--- config.mk ---
export PLATFORM = sky130hd
export DESIGN_NAME = format_class_decode_pipe
export DESIGN_NICKNAME = d
export VERILOG_FILES = /design/src/rtl/format_class_decode_pipe.sv
export SDC_FILE = /design/constraint.sdc
export NUM_CORES = 1
export LEC_CHECK = 0
export ABC_AREA = 1
export CAP_MARGIN = 20
export CORE_AREA = 3 3 229 231
export CTS_CLUSTER_DIAMETER = 150
export DETAILED_ROUTE_END_ITERATION = 16
export DIE_AREA = 0 0 232 234
export PLACE_DENSITY_LB_ADDON = 0.12
export SYNTH_ARGS = -nofsm -noshare
export SYNTH_HDL_FRONTEND = slang
export SYNTH_SLANG_ARGS = --single-unit
--- constraint.sdc ---
create_clock -name clock_i -period 2.28 [get_ports clock_i]
set_input_delay 0.342 -clock clock_i [delete_from_list [all_inputs] [get_ports clock_i]]
set_output_delay 0.342 -clock clock_i [all_outputs]
set_load 0.01 [all_outputs]
--- src/rtl/format_class_decode_pipe.sv ---
// format_class_decode_pipe
// Multi-lane instruction format class decoder with a two-entry skid buffer
// on a valid/ready output handshake. Lane k occupies slice k counted from
// the MSB end of every packed bus (lane 0 is the most significant slice).
// Optional build macro: FMT_REFINE_EN enables second-level refinement of
// primary opcodes 31 (X/XFX/XO) and 19 (DX/XL).
module format_class_decode_pipe #(
    parameter int instructionWidth = 32,
    parameter int addressSize      = 64,
    parameter int opcodeWidth      = 6,
    parameter int formatIndexRange = 5,
    parameter int laneCount        = 2,
    parameter int countWidth       = 16
) (
    input  logic                                             clock_i,
    input  logic                                             reset_ni,
    input  logic                                             flush_i,
    input  logic                                             valid_i,
    output logic                                             ready_o,
    input  logic [laneCount-1:0]                             laneValid_i,
    input  logic [laneCount*instructionWidth-1:0]            instruction_i,
    input  logic [addressSize-1:0]                           address_i,
    output logic                                             valid_o,
    input  logic                                             ready_i,
    output logic [laneCount-1:0]                             laneValid_o,
    output logic [laneCount*opcodeWidth-1:0]                 opCode_o,
    output logic [laneCount*(instructionWidth-opcodeWidth)-1:0] payload_o,
    output logic [laneCount*addressSize-1:0]                 address_o,
    output logic [laneCount*formatIndexRange-1:0]            instructionFormatClass_o,
    output logic [countWidth-1:0]                            invalidCount_o
);

    localparam int W  = instructionWidth;
    localparam int A  = addressSize;
    localparam int O  = opcodeWidth;
    localparam int F  = formatIndexRange;
    localparam int L  = laneCount;
    localparam int CW = countWidth;
    localparam int P  = W - O;
    // Stored entry layout, MSB to LSB: lane valids, raw instructions, lane addresses, classes
    localparam int ENTRY_W = L + L*W + L*A + L*F;

    localparam logic [F-1:0] CLS_INVALID = F'(0);
    localparam logic [F-1:0] CLS_D       = F'(3);
    localparam logic [F-1:0] CLS_DQ      = F'(4);
    localparam logic [F-1:0] CLS_DS      = F'(5);
    localparam logic [F-1:0] CLS_DX      = F'(6);
    localparam logic [F-1:0] CLS_M       = F'(8);
    localparam logic [F-1:0] CLS_MD      = F'(9);
    localparam logic [F-1:0] CLS_VA      = F'(12);
    localparam logic [F-1:0] CLS_X       = F'(15);
`ifdef FMT_REFINE_EN
    localparam logic [F-1:0] CLS_XFX     = F'(17);
    localparam logic [F-1:0] CLS_XL      = F'(18);
    localparam logic [F-1:0] CLS_XO      = F'(19);
`endif

    localparam logic [CW+3:0] CNT_SAT = {4'b0, {CW{1'b1}}};

    typedef enum logic [1:0] {ST_EMPTY, ST_ONE, ST_FULL} state_t;

    // Instruction bit b (MSB-0 numbering) lives at index W-1-b
    function automatic logic [F-1:0] classify(input logic [W-1:0] ins);
        int unsigned  op;
        logic [F-1:0] cls;
`ifdef FMT_REFINE_EN
        int unsigned  xo10;
        int unsigned  xo9;
        int unsigned  xo5;
        xo10 = int'(ins[W-22 -: 10]);
        xo9  = int'(ins[W-23 -: 9]);
        xo5  = int'(ins[W-27 -: 5]);
`endif
        op  = int'(ins[W-1 -: O]);
        cls = CLS_INVALID;
        case (op) inside
            2, 3, 7, 8, [10:15], [24:29], [32:47]: cls = CLS_D;
            58, 62:                                cls = CLS_DS;
            56:                                    cls = CLS_DQ;
            30:                                    cls = CLS_MD;
            20, 21, 23:                            cls = CLS_M;
            4:                                     cls = CLS_VA;
`ifdef FMT_REFINE_EN
            19: cls = (xo5 == 2) ? CLS_DX : CLS_XL;
            31: begin
                if (xo10 == 339 || xo10 == 467)
                    cls = CLS_XFX;
                else if (xo9 inside {8, 10, 40, 104, 136, 138, 200, 202, 232,
                                     234, 235, 266, 457, 459, 489, 491})
                    cls = CLS_XO;
                else
                    cls = CLS_X;
            end
`else
            19: cls = CLS_DX;
            31: cls = CLS_X;
`endif
            default: cls = CLS_INVALID;
        endcase
        return cls;
    endfunction

    state_t             state_q, state_d;
    logic               valid_q, valid_d;
    logic               ready_q, ready_d;
    logic [ENTRY_W-1:0] out_q, out_d;
    logic [ENTRY_W-1:0] skid_q, skid_d;
    logic [CW-1:0]      cnt_q, cnt_d;

    logic [ENTRY_W-1:0] in_entry;
    logic [L*A-1:0]     in_addr;
    logic [L*F-1:0]     in_cls;
    logic [CW+3:0]      n_inv;
    logic [CW+3:0]      cnt_sum;
    logic               lane_inv;
    logic               accept;
    logic               xfer;

    // Decode the incoming bundle: per-lane addresses, classes and INVALID-lane tally
    always_comb begin
        in_addr  = '0;
        in_cls   = '0;
        n_inv    = '0;
        lane_inv = 1'b0;
        for (int unsigned k = 0; k < L; k++) begin
            in_addr[(L-1-k)*A +: A] = address_i + A'(4*k);
            in_cls[(L-1-k)*F +: F]  = classify(instruction_i[(L-1-k)*W +: W]);
            lane_inv = laneValid_i[L-1-k] && (in_cls[(L-1-k)*F +: F] == CLS_INVALID);
            n_inv    = n_inv + {{(CW+3){1'b0}}, lane_inv};
        end
        in_entry = {laneValid_i, instruction_i, in_addr, in_cls};
    end

    // Skid-buffer next state, entry moves and saturating INVALID counter
    always_comb begin
        state_d = state_q;
        out_d   = out_q;
        skid_d  = skid_q;
        cnt_d   = cnt_q;
        accept  = valid_i & ready_q;
        xfer    = valid_q & ready_i;
        cnt_sum = {4'b0, cnt_q} + n_inv;
        if (flush_i) begin
            state_d = ST_EMPTY;
        end else begin
            case (state_q)
                ST_EMPTY: if (accept) begin
                    state_d = ST_ONE;
                    out_d   = in_entry;
                end
                ST_ONE: begin
                    if (accept && xfer) begin
                        out_d = in_entry;
                    end else if (accept) begin
                        state_d = ST_FULL;
                        skid_d  = in_entry;
                    end else if (xfer) begin
                        state_d = ST_EMPTY;
                    end
                end
                ST_FULL: if (xfer) begin
                    state_d = ST_ONE;
                    out_d   = skid_q;
                end
                default: state_d = ST_EMPTY;
            endcase
            if (accept)
                cnt_d = (cnt_sum > CNT_SAT) ? CNT_SAT[CW-1:0] : cnt_sum[CW-1:0];
        end
        ready_d = (state_d != ST_FULL);
        valid_d = (state_d != ST_EMPTY);
    end

    // State and registered handshake outputs; reset discards both entries
    always_ff @(posedge clock_i or negedge reset_ni) begin
        if (!reset_ni) begin
            state_q <= ST_EMPTY;
            valid_q <= 1'b0;
            ready_q <= 1'b0;
            out_q   <= '0;
            skid_q  <= '0;
            cnt_q   <= '0;
        end else begin
            state_q <= state_d;
            valid_q <= valid_d;
            ready_q <= ready_d;
            out_q   <= out_d;
            skid_q  <= skid_d;
            cnt_q   <= cnt_d;
        end
    end

    logic [L*W-1:0] out_instr;

    // Split the OUT entry onto the output buses
    always_comb begin
        valid_o                  = valid_q;
        ready_o                  = ready_q;
        invalidCount_o           = cnt_q;
        laneValid_o              = out_q[ENTRY_W-1 -: L];
        out_instr                = out_q[L*F+L*A +: L*W];
        address_o                = out_q[L*F +: L*A];
        instructionFormatClass_o = out_q[0 +: L*F];
        opCode_o                 = '0;
        payload_o                = '0;
        for (int unsigned k = 0; k < L; k++) begin
            opCode_o[k*O +: O]  = out_instr[k*W+P +: O];
            payload_o[k*P +: P] = out_instr[k*W +: P];
        end
    end

endmodule

==> flow_summary.toml <==
[global_route]
antenna_found_initial = 1
grt_pass1_vias = 19100
grt_max_degree = 71
overflow = 0
grt_pass1_wl_um = 111000
global_route.usage.total_pct = 26.1

[power_and_ir_drop]
p_leak_nw = 13.4
switching_share_pct = 30.7
peakVddDrop_mv = 0.558
clock_power_share_pct = 31.2
total_power_mw = 27.4
seqPwrFrac_pct = 41.7
p_comb_share_pct = 27.1
pwr_density_cell_nw_per_um2 = 981
p_switching_mw = 8.44
p_int_mw = 19.0

[route]
wl_met3_um = 5110
wl_met2_um = 32500
wl_um = 71300
vias = 19600
ant_nets = 0
wire_per_inst_um = 18.4
top_layer = "met4"
dr.first_iter.drc_count = 1480
firstDrtPassIters = 6
wl_met1_um = 32000
drc = 0
viasPerCell = 5.07

[clock_tree]
clock-sinks = 420
clk_pin_slew_worst_paths_ns = 0.06
clock_path_buffers = 3
cts_tree = "built"
cts.htree.levels = 2
cts-buffers-inserted = 48
clk_latency_ns = 0.59
root_buffer = "clkbuf_16"

[timing]
tns_ns = 0
hold_viol = 0
fin_ws_ns = 0.145
slew_violations = 0
slew_headroom_pct = 64.9
clock-skew-final_ns = 0.0120
rsz0062_at_grt = "yes"
setup_viol = 0
max_freq_mhz = 468
period_needed_ns = 2.14
fin_hold_ws_ns = 0.0435
worst_slew_pin_slew_ns = 0.526
post-route-period-util_pct = 93.7

[synth]
ys_async_sr_fraction_pct = 100
muxShareOfSynthArea_pct = 0
synth_edf_count = 0
netlist_instances = 2646
yosysSeqAreaShare_pct = 52.4
yosys_most_used_dff = "dfrtp_1"
synth-adder-area-share_pct = 0.224
avgSynthCellArea_um2 = 7.59
synth_compound_area_share_pct = 10.3
yosysWarnings = 0
synth_seq_cells = 420
synthXorXnorAreaFrac_pct = 1.22
synth_area_um2 = 20100
synth.distinct_cells = 33
synth_top_family_by_area = "simple AND/OR/NAND/NOR gates"
synth-simple-area-share_pct = 30.0

[critical_path]
crit_type = "primary input to register"
cp.arrival_ns = 2.66
start_kind = "primary input"
critPathMaxFanout = 6
crit_path_end_kind = "register"
worstRegToRegCells = 9
cp_data_required_time_ns = 2.80

[run_status]
outcome = "finished, final reports clean"

[cells_and_area]
final_layout_size_suffix_gt1_share_pct = 12.4
layout_common_cells = "1038 x nand2_1, 420 x dfrtp_1, 341 x clkdlybuf4s50_1"
fin_area_um2 = 28000
final_common_cell = "nand2_1"
final_nets = 3297
instances_no_fill = 3871
post-route-util_pct = 55.6
area_delta_synth_final_pct = 39.4

[floorplanning]
dieHeight_um = 234
die_x_um = 232
initial_core_util_pct = 39.9
ioPinCount = 357
die_area_um2 = 54300
rows = 82
core_area_um2 = 50300

[placed_design]
place_area_um2 = 26100
hpwl_um = 52100
dp_slack_ns = -1.05
gp_congestion = 0.930
dp_cells = 3771
numPortBuffers = 354

[hold_path]
hold_path_class = "primary input to register"
worst_hold_path.num_cells = 3

[run]
max_cap_viol_count = 0
-- routing by layer --
metal	up-vias	track usage, %
met5	-	0
met4	0	7.44
met3	89	5.41
met2	639	41.2
met1	9419	36.5
li1	9493	-
-- cell usage after synthesis (8+ instances only) --
master | n | area, µm²
inv_1 | 156 | 586
a21oi_1 | 55 | 275
nor2_1 | 309 | 1160
nor2_2 | 8 | 50.1
nor3_1 | 19 | 95.1
buf_2 | 51 | 255
nand2_1 | 1048 | 3930
nand3_1 | 109 | 546
o21ai_1 | 11 | 55.1
clkbuf_1 | 76 | 285
dfrtp_1 | 420 | 10500
nand4_1 | 27 | 169
o21ai_0 | 153 | 766
o21a_1 | 11 | 82.6
xor2_1 | 26 | 228
a31oi_1 | 132 | 826
-- state kept, by name (all words and copies together) (netlist names) --
| name | count |
|---|---|
| skid_q | 200 |
| invalidCount_o | 16 |
| state_q | 2 |
| valid_o | 1 |
| out_q | 200 |
| ready_o | 1 |
-- power groups by stage --
stage / clock network [mW] / registers (mW) / logic, mW
final: 8.57 / 11.4 / 7.44
after global routing: 9.05 / 11.7 / 8.27
after CTS: 8.75 / 11.4 / 7.52
after detailed placement: 0 / 11.5 / 7.48
after global placement: 0 / 11.4 / 7.35
after floorplan: 0 / 11.7 / 2.91
-- worst max-delay path, stage by stage --
cell and delay, ns:
buf_4 0.13, inv_4 0.08, nor2_2 0.05, o21ai_1 0.08, nand2_1 0.06, nand2_1 0.07, nand2_2 0.09, nor2_4 0.11
nand2_2 0.06, nor3_2 0.12, buf_4 0.15, fa_2 0.29, ha_4 0.18, nand2_4 0.05, nor2_4 0.11, nand3_2 0.09
nor2_2 0.13, nand4_1 0.19, buf_4 0.21, nand3_1 0.06
-- area by class of cell --
type | count | area (µm²)
antenna | 1 | 2.50
clock inverter | 22 | 353
sequential | 420 | 10500
multi-input combinational | 1931 | 8530
tap | 672 | 841
inverter | 159 | 613
fill | 4770 | 22300
timing repair buffer | 599 | 5730
clock buffer | 67 | 1400
-- path summary, 6_finish.rpt --
path / slack [ns] / end / start
max in group asynchronous: 1.18 / skid_q[133]$_DFFE_PN0P_ / reset_ni
worst min register to register: 0.48 / out_q[52]$_DFFE_PN0P_ / out_q[52]$_DFFE_PN0P_
min in group asynchronous: 0.28 / out_q[179]$_DFFE_PN0P_ / reset_ni
worst min-delay path: 0.04 / out_q[164]$_DFFE_PN0P_ / instruction_i[26]
worst max register to register: 0.34 / invalidCount_o[0]$_DFFE_PN0P_ / invalidCount_o[0]$_DFFE_PN0P_
worst max-delay path: 0.14 / invalidCount_o[0]$_DFFE_PN0P_ / instruction_i[30]
-- logic make-up after synthesis --
logic type                 after synthesis
xor gates and xnor gates                28
other                                    1
AOI/OAI and AO/OA                      369
buffers and inverters                  296
and+or+nand+nor                       1529
adders and majority gates                3
DFF                                    420
-- repair_timing --
action / in CTS / in global routing
endpoints found under the hold margin: 36 / 0
buffers inserted: 4 / 5
resized for setup: 45 / 56
pin swaps: 14 / 13
setup endpoints to repair: 16 / 16
hold buffers: 1 / 0
No activity file was read; power rests on OpenSTA's default activity.
